==> config.mk <==
export PLATFORM = sky130hd
export DESIGN_NAME = maxpool_relu_flat
export DESIGN_NICKNAME = d
export VERILOG_FILES = /design/src/rtl/maxpool_relu_if.sv /design/src/rtl/maxpool_relu.sv /design/src/flat_wrapper.sv
export SDC_FILE = /design/constraint.sdc
export NUM_CORES = 1
export LEC_CHECK = 0
export CAP_MARGIN = 20
export CORE_MARGIN = 5
export CORE_UTILIZATION = 53
export CTS_CLUSTER_SIZE = 28
export DETAILED_ROUTE_END_ITERATION = 16
export GPL_ROUTABILITY_DRIVEN = 0
export GPL_TIMING_DRIVEN = 0
export PLACE_DENSITY = 0.77
export SLEW_MARGIN = 20
export SYNTH_ARGS = -nofsm -noshare
export SYNTH_HDL_FRONTEND = slang
export SYNTH_SLANG_ARGS = --single-unit
==> constraint.sdc <==
create_clock -name clk -period 6.1 [get_ports clk]
set_input_delay 0.61 -clock clk [delete_from_list [all_inputs] [get_ports clk]]
set_output_delay 0.61 -clock clk [all_outputs]
set_load 0.005 [all_outputs]
==> src/rtl/maxpool_relu_if.sv <==
`default_nettype none
// +----------------------------------------------------------------------------+
// | maxpool_relu_if                                                            |
// | Control handshake plus conv-buffer read and pool-buffer write ports.       |
// | Revision: 1.0                                                              |
// +----------------------------------------------------------------------------+
interface maxpool_relu_if #(
    parameter int DATA_WIDTH = 16,
    parameter int CONV_AW    = 13,
    parameter int POOL_AW    = 11
);
    logic                         start;
    logic                         done;
    logic [CONV_AW-1:0]           conv_addr;
    logic                         conv_en;
    logic signed [DATA_WIDTH-1:0] conv_q;
    logic [POOL_AW-1:0]           pool_addr;
    logic                         pool_en;
    logic                         pool_we;
    logic signed [DATA_WIDTH-1:0] pool_d;

    modport master (
        input  start, conv_q,
        output done, conv_addr, conv_en, pool_addr, pool_en, pool_we, pool_d
    );

    modport slave (
        output start, conv_q,
        input  done, conv_addr, conv_en, pool_addr, pool_en, pool_we, pool_d
    );
endinterface
`default_nettype wire

==> src/rtl/maxpool_relu.sv <==
`default_nettype none
// +----------------------------------------------------------------------------+
// | maxpool_relu                                                               |
// | 2x2 stride-2 max pooling with optional ReLU, conv BRAM -> pool BRAM.       |
// | Revision: 1.0                                                              |
// +----------------------------------------------------------------------------+
module maxpool_relu #(
    parameter int DATA_WIDTH = 16,
    parameter int CHANNELS   = 8,
    parameter int IMG_SIZE   = 28,
    parameter int APPLY_RELU = 1
) (
    input  wire logic       clk,
    input  wire logic       reset,
    maxpool_relu_if.master  bus
);
    localparam int c_out_size = IMG_SIZE / 2;
    localparam int c_conv_n   = CHANNELS * IMG_SIZE * IMG_SIZE;
    localparam int c_pool_n   = CHANNELS * c_out_size * c_out_size;
    localparam int c_conv_aw  = (c_conv_n > 1) ? $clog2(c_conv_n) : 1;
    localparam int c_pool_aw  = (c_pool_n > 1) ? $clog2(c_pool_n) : 1;
    localparam int c_ch_w     = (CHANNELS > 1) ? $clog2(CHANNELS) : 1;
    localparam int c_pos_w    = (c_out_size > 1) ? $clog2(c_out_size) : 1;

    typedef enum logic [2:0] {
        S_IDLE   = 3'd0,
        S_RD     = 3'd1,
        S_DRAIN  = 3'd2,
        S_WRITE  = 3'd3,
        S_FINISH = 3'd4
    } state_t;

    // k selects (dr, dc) = (k[1], k[0]) inside the 2x2 window.
    function automatic logic [c_conv_aw-1:0] conv_addr_of(input int ch, input int pr,
                                                          input int pc, input int k);
        return c_conv_aw'((ch * IMG_SIZE + 2 * pr + k / 2) * IMG_SIZE + 2 * pc + k % 2);
    endfunction

    function automatic logic [c_pool_aw-1:0] pool_addr_of(input int ch, input int pr,
                                                          input int pc);
        return c_pool_aw'((ch * c_out_size + pr) * c_out_size + pc);
    endfunction

    state_t                       r_state;
    logic [c_ch_w-1:0]            r_ch;
    logic [c_pos_w-1:0]           r_pr;
    logic [c_pos_w-1:0]           r_pc;
    logic [1:0]                   r_k;
    logic                         r_vld;
    logic                         r_first;
    logic signed [DATA_WIDTH-1:0] r_max;
    logic [c_conv_aw-1:0]         r_conv_addr;
    logic                         r_conv_en;
    logic [c_pool_aw-1:0]         r_pool_addr;
    logic                         r_pool_we;
    logic signed [DATA_WIDTH-1:0] r_pool_d;
    logic                         r_done;

    logic signed [DATA_WIDTH-1:0] w_max_nxt;
    logic signed [DATA_WIDTH-1:0] w_result;
    logic                         w_last_col;
    logic                         w_last_row;
    logic                         w_last_win;
    logic [c_ch_w-1:0]            w_ch_nxt;
    logic [c_pos_w-1:0]           w_pr_nxt;
    logic [c_pos_w-1:0]           w_pc_nxt;

    // First sample of a window loads unconditionally, so no sentinel is needed.
    always_comb begin
        w_max_nxt = r_max;
        if (r_vld && (r_first || (bus.conv_q > r_max))) begin
            w_max_nxt = bus.conv_q;
        end
    end

    assign w_result   = ((APPLY_RELU != 0) && w_max_nxt[DATA_WIDTH-1]) ? '0 : w_max_nxt;
    assign w_last_col = (int'(r_pc) == c_out_size - 1);
    assign w_last_row = (int'(r_pr) == c_out_size - 1);
    assign w_last_win = w_last_col && w_last_row && (int'(r_ch) == CHANNELS - 1);

    always_comb begin
        w_pc_nxt = r_pc + 1'b1;
        w_pr_nxt = r_pr;
        w_ch_nxt = r_ch;
        if (w_last_col) begin
            w_pc_nxt = '0;
            w_pr_nxt = r_pr + 1'b1;
            if (w_last_row) begin
                w_pr_nxt = '0;
                w_ch_nxt = r_ch + 1'b1;
            end
        end
    end

    always_ff @(posedge clk) begin
        if (reset) begin
            r_state     <= S_IDLE;
            r_ch        <= '0;
            r_pr        <= '0;
            r_pc        <= '0;
            r_k         <= '0;
            r_vld       <= 1'b0;
            r_first     <= 1'b0;
            r_max       <= '0;
            r_conv_addr <= '0;
            r_conv_en   <= 1'b0;
            r_pool_addr <= '0;
            r_pool_we   <= 1'b0;
            r_pool_d    <= '0;
            r_done      <= 1'b0;
        end else begin
            // Read data returns one cycle after the enable; track which sample it is.
            r_vld     <= r_conv_en;
            r_first   <= r_conv_en && (r_k == 2'd0);
            r_max     <= w_max_nxt;
            r_pool_we <= 1'b0;
            r_done    <= 1'b0;
            case (r_state)
                S_IDLE: begin
                    if (bus.start) begin
                        r_ch        <= '0;
                        r_pr        <= '0;
                        r_pc        <= '0;
                        r_k         <= '0;
                        r_conv_en   <= 1'b1;
                        r_conv_addr <= conv_addr_of(0, 0, 0, 0);
                        r_state     <= S_RD;
                    end
                end
                S_RD: begin
                    if (r_k == 2'd3) begin
                        r_k       <= '0;
                        r_conv_en <= 1'b0;
                        r_state   <= S_DRAIN;
                    end else begin
                        r_k         <= r_k + 1'b1;
                        r_conv_addr <= conv_addr_of(int'(r_ch), int'(r_pr), int'(r_pc),
                                                    int'(r_k) + 1);
                    end
                end
                S_DRAIN: begin
                    r_pool_we   <= 1'b1;
                    r_pool_addr <= pool_addr_of(int'(r_ch), int'(r_pr), int'(r_pc));
                    r_pool_d    <= w_result;
                    r_state     <= S_WRITE;
                end
                S_WRITE: begin
                    if (w_last_win) begin
                        r_ch    <= '0;
                        r_pr    <= '0;
                        r_pc    <= '0;
                        r_done  <= 1'b1;
                        r_state <= S_FINISH;
                    end else begin
                        r_ch        <= w_ch_nxt;
                        r_pr        <= w_pr_nxt;
                        r_pc        <= w_pc_nxt;
                        r_conv_en   <= 1'b1;
                        r_conv_addr <= conv_addr_of(int'(w_ch_nxt), int'(w_pr_nxt),
                                                    int'(w_pc_nxt), 0);
                        r_state     <= S_RD;
                    end
                end
                S_FINISH: begin
                    r_state <= S_IDLE;
                end
                default: begin
                    r_state <= S_IDLE;
                end
            endcase
        end
    end

    assign bus.conv_addr = r_conv_addr;
    assign bus.conv_en   = r_conv_en;
    assign bus.pool_addr = r_pool_addr;
    assign bus.pool_en   = r_pool_we;
    assign bus.pool_we   = r_pool_we;
    assign bus.pool_d    = r_pool_d;
    assign bus.done      = r_done;

endmodule
`default_nettype wire

==> src/flat_wrapper.sv <==
// flat-port wrapper written by rule: the top's interface ports become plain ports
module maxpool_relu_flat 
#(
    parameter int DATA_WIDTH = 16,
    parameter int CHANNELS   = 8,
    parameter int IMG_SIZE   = 28,
    parameter int APPLY_RELU = 1
)
  (clk, reset, bus_start, bus_conv_q, bus_done, bus_conv_addr, bus_conv_en, bus_pool_addr, bus_pool_en, bus_pool_we, bus_pool_d);
  maxpool_relu_if #(.DATA_WIDTH(DATA_WIDTH)) bus_i ();
  input  wire logic clk;
  input  wire logic reset;
  input wire logic [$bits(bus_i.start)-1:0] bus_start;
  input wire logic [$bits(bus_i.conv_q)-1:0] bus_conv_q;
  output wire logic [$bits(bus_i.done)-1:0] bus_done;
  output wire logic [$bits(bus_i.conv_addr)-1:0] bus_conv_addr;
  output wire logic [$bits(bus_i.conv_en)-1:0] bus_conv_en;
  output wire logic [$bits(bus_i.pool_addr)-1:0] bus_pool_addr;
  output wire logic [$bits(bus_i.pool_en)-1:0] bus_pool_en;
  output wire logic [$bits(bus_i.pool_we)-1:0] bus_pool_we;
  output wire logic [$bits(bus_i.pool_d)-1:0] bus_pool_d;
  assign bus_i.start = bus_start;
  assign bus_i.conv_q = bus_conv_q;
  assign bus_done = bus_i.done;
  assign bus_conv_addr = bus_i.conv_addr;
  assign bus_conv_en = bus_i.conv_en;
  assign bus_pool_addr = bus_i.pool_addr;
  assign bus_pool_en = bus_i.pool_en;
  assign bus_pool_we = bus_i.pool_we;
  assign bus_pool_d = bus_i.pool_d;
  maxpool_relu #(.DATA_WIDTH(DATA_WIDTH), .CHANNELS(CHANNELS), .IMG_SIZE(IMG_SIZE), .APPLY_RELU(APPLY_RELU)) u_core (.clk(clk), .reset(reset), .bus(bus_i));
endmodule
==> qor.yml <==
sta:
  fin_crit_ns: 5.827
  skew_ns: 0.007354
  tightest_slew_ns: 0.7145
  fin_tns_setup_ns: 0
  slew_violations: 0
  fin_crit_sh: 0.9552
  relSlewSlack: 0.5224
  setup_violations: 0
  fmaxAchievable_mhz: 171.6
  finalHoldViolCount: 0
logic_synthesis:
  synth-async-reset-ratio: 0
  synth_area_sq_um: 6773
  synth_edf_count: 0
  yosys.cell_types.count: 68
  synth_top_cell_by_area: "dfxtp_1"
  netlist_instances: 780
  syn_area_per_cell_sq_um: 8.683
  ys.flop_type: "dfxtp_1"
  synth-seq-cells: 76
  yosysTopAreaCellShare: 0.2246
  synth.most_common_cell: "ha_1"
  yosys_warnings: 0
  synthTopCellsByArea: "dfxtp_1, ha_1, fa_1"
  ys_top_cells_by_count: "ha_1, inv_1, dfxtp_1"
  synth_nets: 927
  ys_seq_area_frac: 0.2246
final_layout:
  antennaDiodeCount: 0
  fill_cells: 1052
  final_area_sq_um: 7946
  final_layout_size_suffix_gt1_frac: 0.06760
  stdcell_count: 1030
  area_growth_pct: 17.33
  num-nets-final: 1001
drt:
  drtIter0Drc: 399
  finalWirelength_um: 15190
  antenna_left: 0
  drc: 0
  vias: 5712
  viasPerCell: 5.546
  firstDrtPassIters: 5
  routedWlPerCell_um: 14.75
worst_setup_path:
  startpoint_type: "flip-flop"
  cpMostUsedCell: "inv_1"
  worst_ep_arrival_time_ns: 6.02
  reg2reg_setup_slack_ns: 0.27
  r2r-end: "u_core.bus.conv_addr[12]"
  crit_type: "reg -> reg"
  crit_path_top_delay_cell: "fa_1"
  crit_required_ns: 6.30
  r2r-start: "u_core.r_pc[1]"
  end_kind: "flip-flop"
  max_stage_delay_ns: 0.49
  worstRegToRegCells: 29
  cp_max_fo: 7
grt:
  grt_use_total: 0.2064
  grt_max_degree: 13
  antenna_found_initial: 0
  overflow: 0
  grt_pass1_wl_um: 25540
  grt_pass1_vias: 5560
clock_network:
  ctsHoldBuffers: 0
  htree_levels: 3
  cts_buffer_depth: 2
  clock_sinks: 76
  cts_buffers: 9
  cts_root_buf: "clkbuf_16"
  cts.reportedPaths.clkPinSlew_ns: 0.06
  insertion_delay_ns: 0.34
  cts_tree: "done"
floorplan:
  dieArea_sq_um: 15140
  die_x_um: 123.0
  initial_core_util: 0.5389
  core_sq_um: 12570
  rows: 41
  die_h_um: 123.0
  ios: 63
place:
  placed_cells: 1012
  io_buffers: 60
  dpl_cell_area_sq_um: 7589
  dpl.hpwl_um: 12060
power_and_ir_drop:
  powerDensity_nw_per_um2: 142.1
  p_leak_uw: 0.003503
  ir_worst_vdd_mv: 0.1615
worst_hold_path:
  hold_start: "u_core.bus.pool_addr[10]"
  holdPathStages: 2
  hold_path_class: "reg -> reg"
  hold_path_end: "u_core.bus.pool_addr[10]"
run:
  maxCapViolations: 0
run_status:
  status: "completed"
## worst max path at each step
stage / startpoint / to / depth (start not counted)
final: u_core.r_pc[1] / u_core.bus.conv_addr[12] / 29
after global routing: u_core.r_pc[1] / u_core.bus.conv_addr[12] / 29
after CTS: u_core.r_pc[1] / u_core.bus.conv_addr[12] / 28
after detailed placement: u_core.r_pc[0] / u_core.bus.conv_addr[12] / 28
after global placement: u_core.r_pc[0] / u_core.bus.conv_addr[12] / 26
after floorplan: u_core.r_pc[0] / u_core.bus.conv_addr[12] / 28
## layer usage
layer  wire [um]  track usage  up-vias
li1            -            -     2876
met5           0            0        -
met3         608      0.02608       31
met4         367      0.06782        0
met2        7392       0.3707      122
met1        6822       0.2560     2683
## placed cells by master, fill, tap and decap left out, types with 6 or more instances in the layout
cell type / n
nor3_1: 10
a21o_1: 18
nor2b_1: 9
xnor2_1: 32
mux2i_1: 7
fa_1: 29
o21ai_0: 35
xor2_1: 17
a211oi_1: 22
a22oi_1: 17
inv_1: 96
buf_4: 6
clkbuf_16: 9
clkdlybuf4s50_1: 60
a21oi_1: 49
ha_1: 96
clkbuf_1: 16
nor4_1: 6
nand3_1: 27
nand2_1: 21
nand2b_1: 10
dfxtp_1: 70
nor2_1: 65
and2_1: 19
a221o_1: 15
## area by class of cell
type,instances,area [sq um],area share
clock buffer,10,229.0,0.02881
buffer,26,121.4,0.01527
inverter,98,367.9,0.04629
timing repair buffer,63,623.1,0.07841
multi-input combinational,580,4828,0.6076
clock inverter,5,30.03,0.003779
sequential,76,1531,0.1927
tap,172,215.2,0.02708
## sequential cells by signal (all words and copies together), names as in the netlist, 2 cells and up
signal,flops
u_core.r_pc,4
u_core.bus.pool_d,15
u_core.r_k,2
u_core.r_max,16
u_core.r_ch,3
u_core.bus.pool_addr,11
u_core.r_pr,4
u_core.bus.conv_addr,13
u_core.r_state,3
## stage by stage
stage               total power [uW]  setup WS, ns  hold WS (ns)    util
finish                          1129        0.2735        0.4685  0.6323
global route                    1169      -0.05500        0.4928  0.6323
CTS                             1130     0.0007021        0.4732  0.6284
detailed placement             656.9       -0.5974        0.4641  0.6038
global placement               654.9       -0.5110        0.4620  0.6038
floorplan                      601.6        0.1496        0.4500       -
## timing repair
item,CTS,global route
resized for setup,9,10
setup endpoints to repair,3,3
setup buffers,2,1
pin swaps,2,4
## power by group
group | switching, uW | internal (uW) | leakage (uW)
clock | 211 | 271 | 0.000124
combinational | 71.8 | 55.7 | 0.00276
sequential | 8.94 | 510 | 0.000620
## cells by family after synthesis
kind of cell    share of synthesized area
flops                              0.2246
fa+ha+maj                          0.2697
other cells                     0.0005537
mux                               0.01035
xor+xnor                          0.07445
compound gates                     0.1958
simple gates                       0.1522
buf+inv                           0.07223
## critical path: cells and delay by family (launching register included)
kind	cells	cell delay, ns
fa+ha+maj	7	2.45
compound gates	7	1.19
simple gates	7	0.78
buf+inv	6	0.50
flops	1	0.36
xor+xnor	1	0.26
mux	1	0.13
No activity file was read; power rests on OpenSTA's default activity.
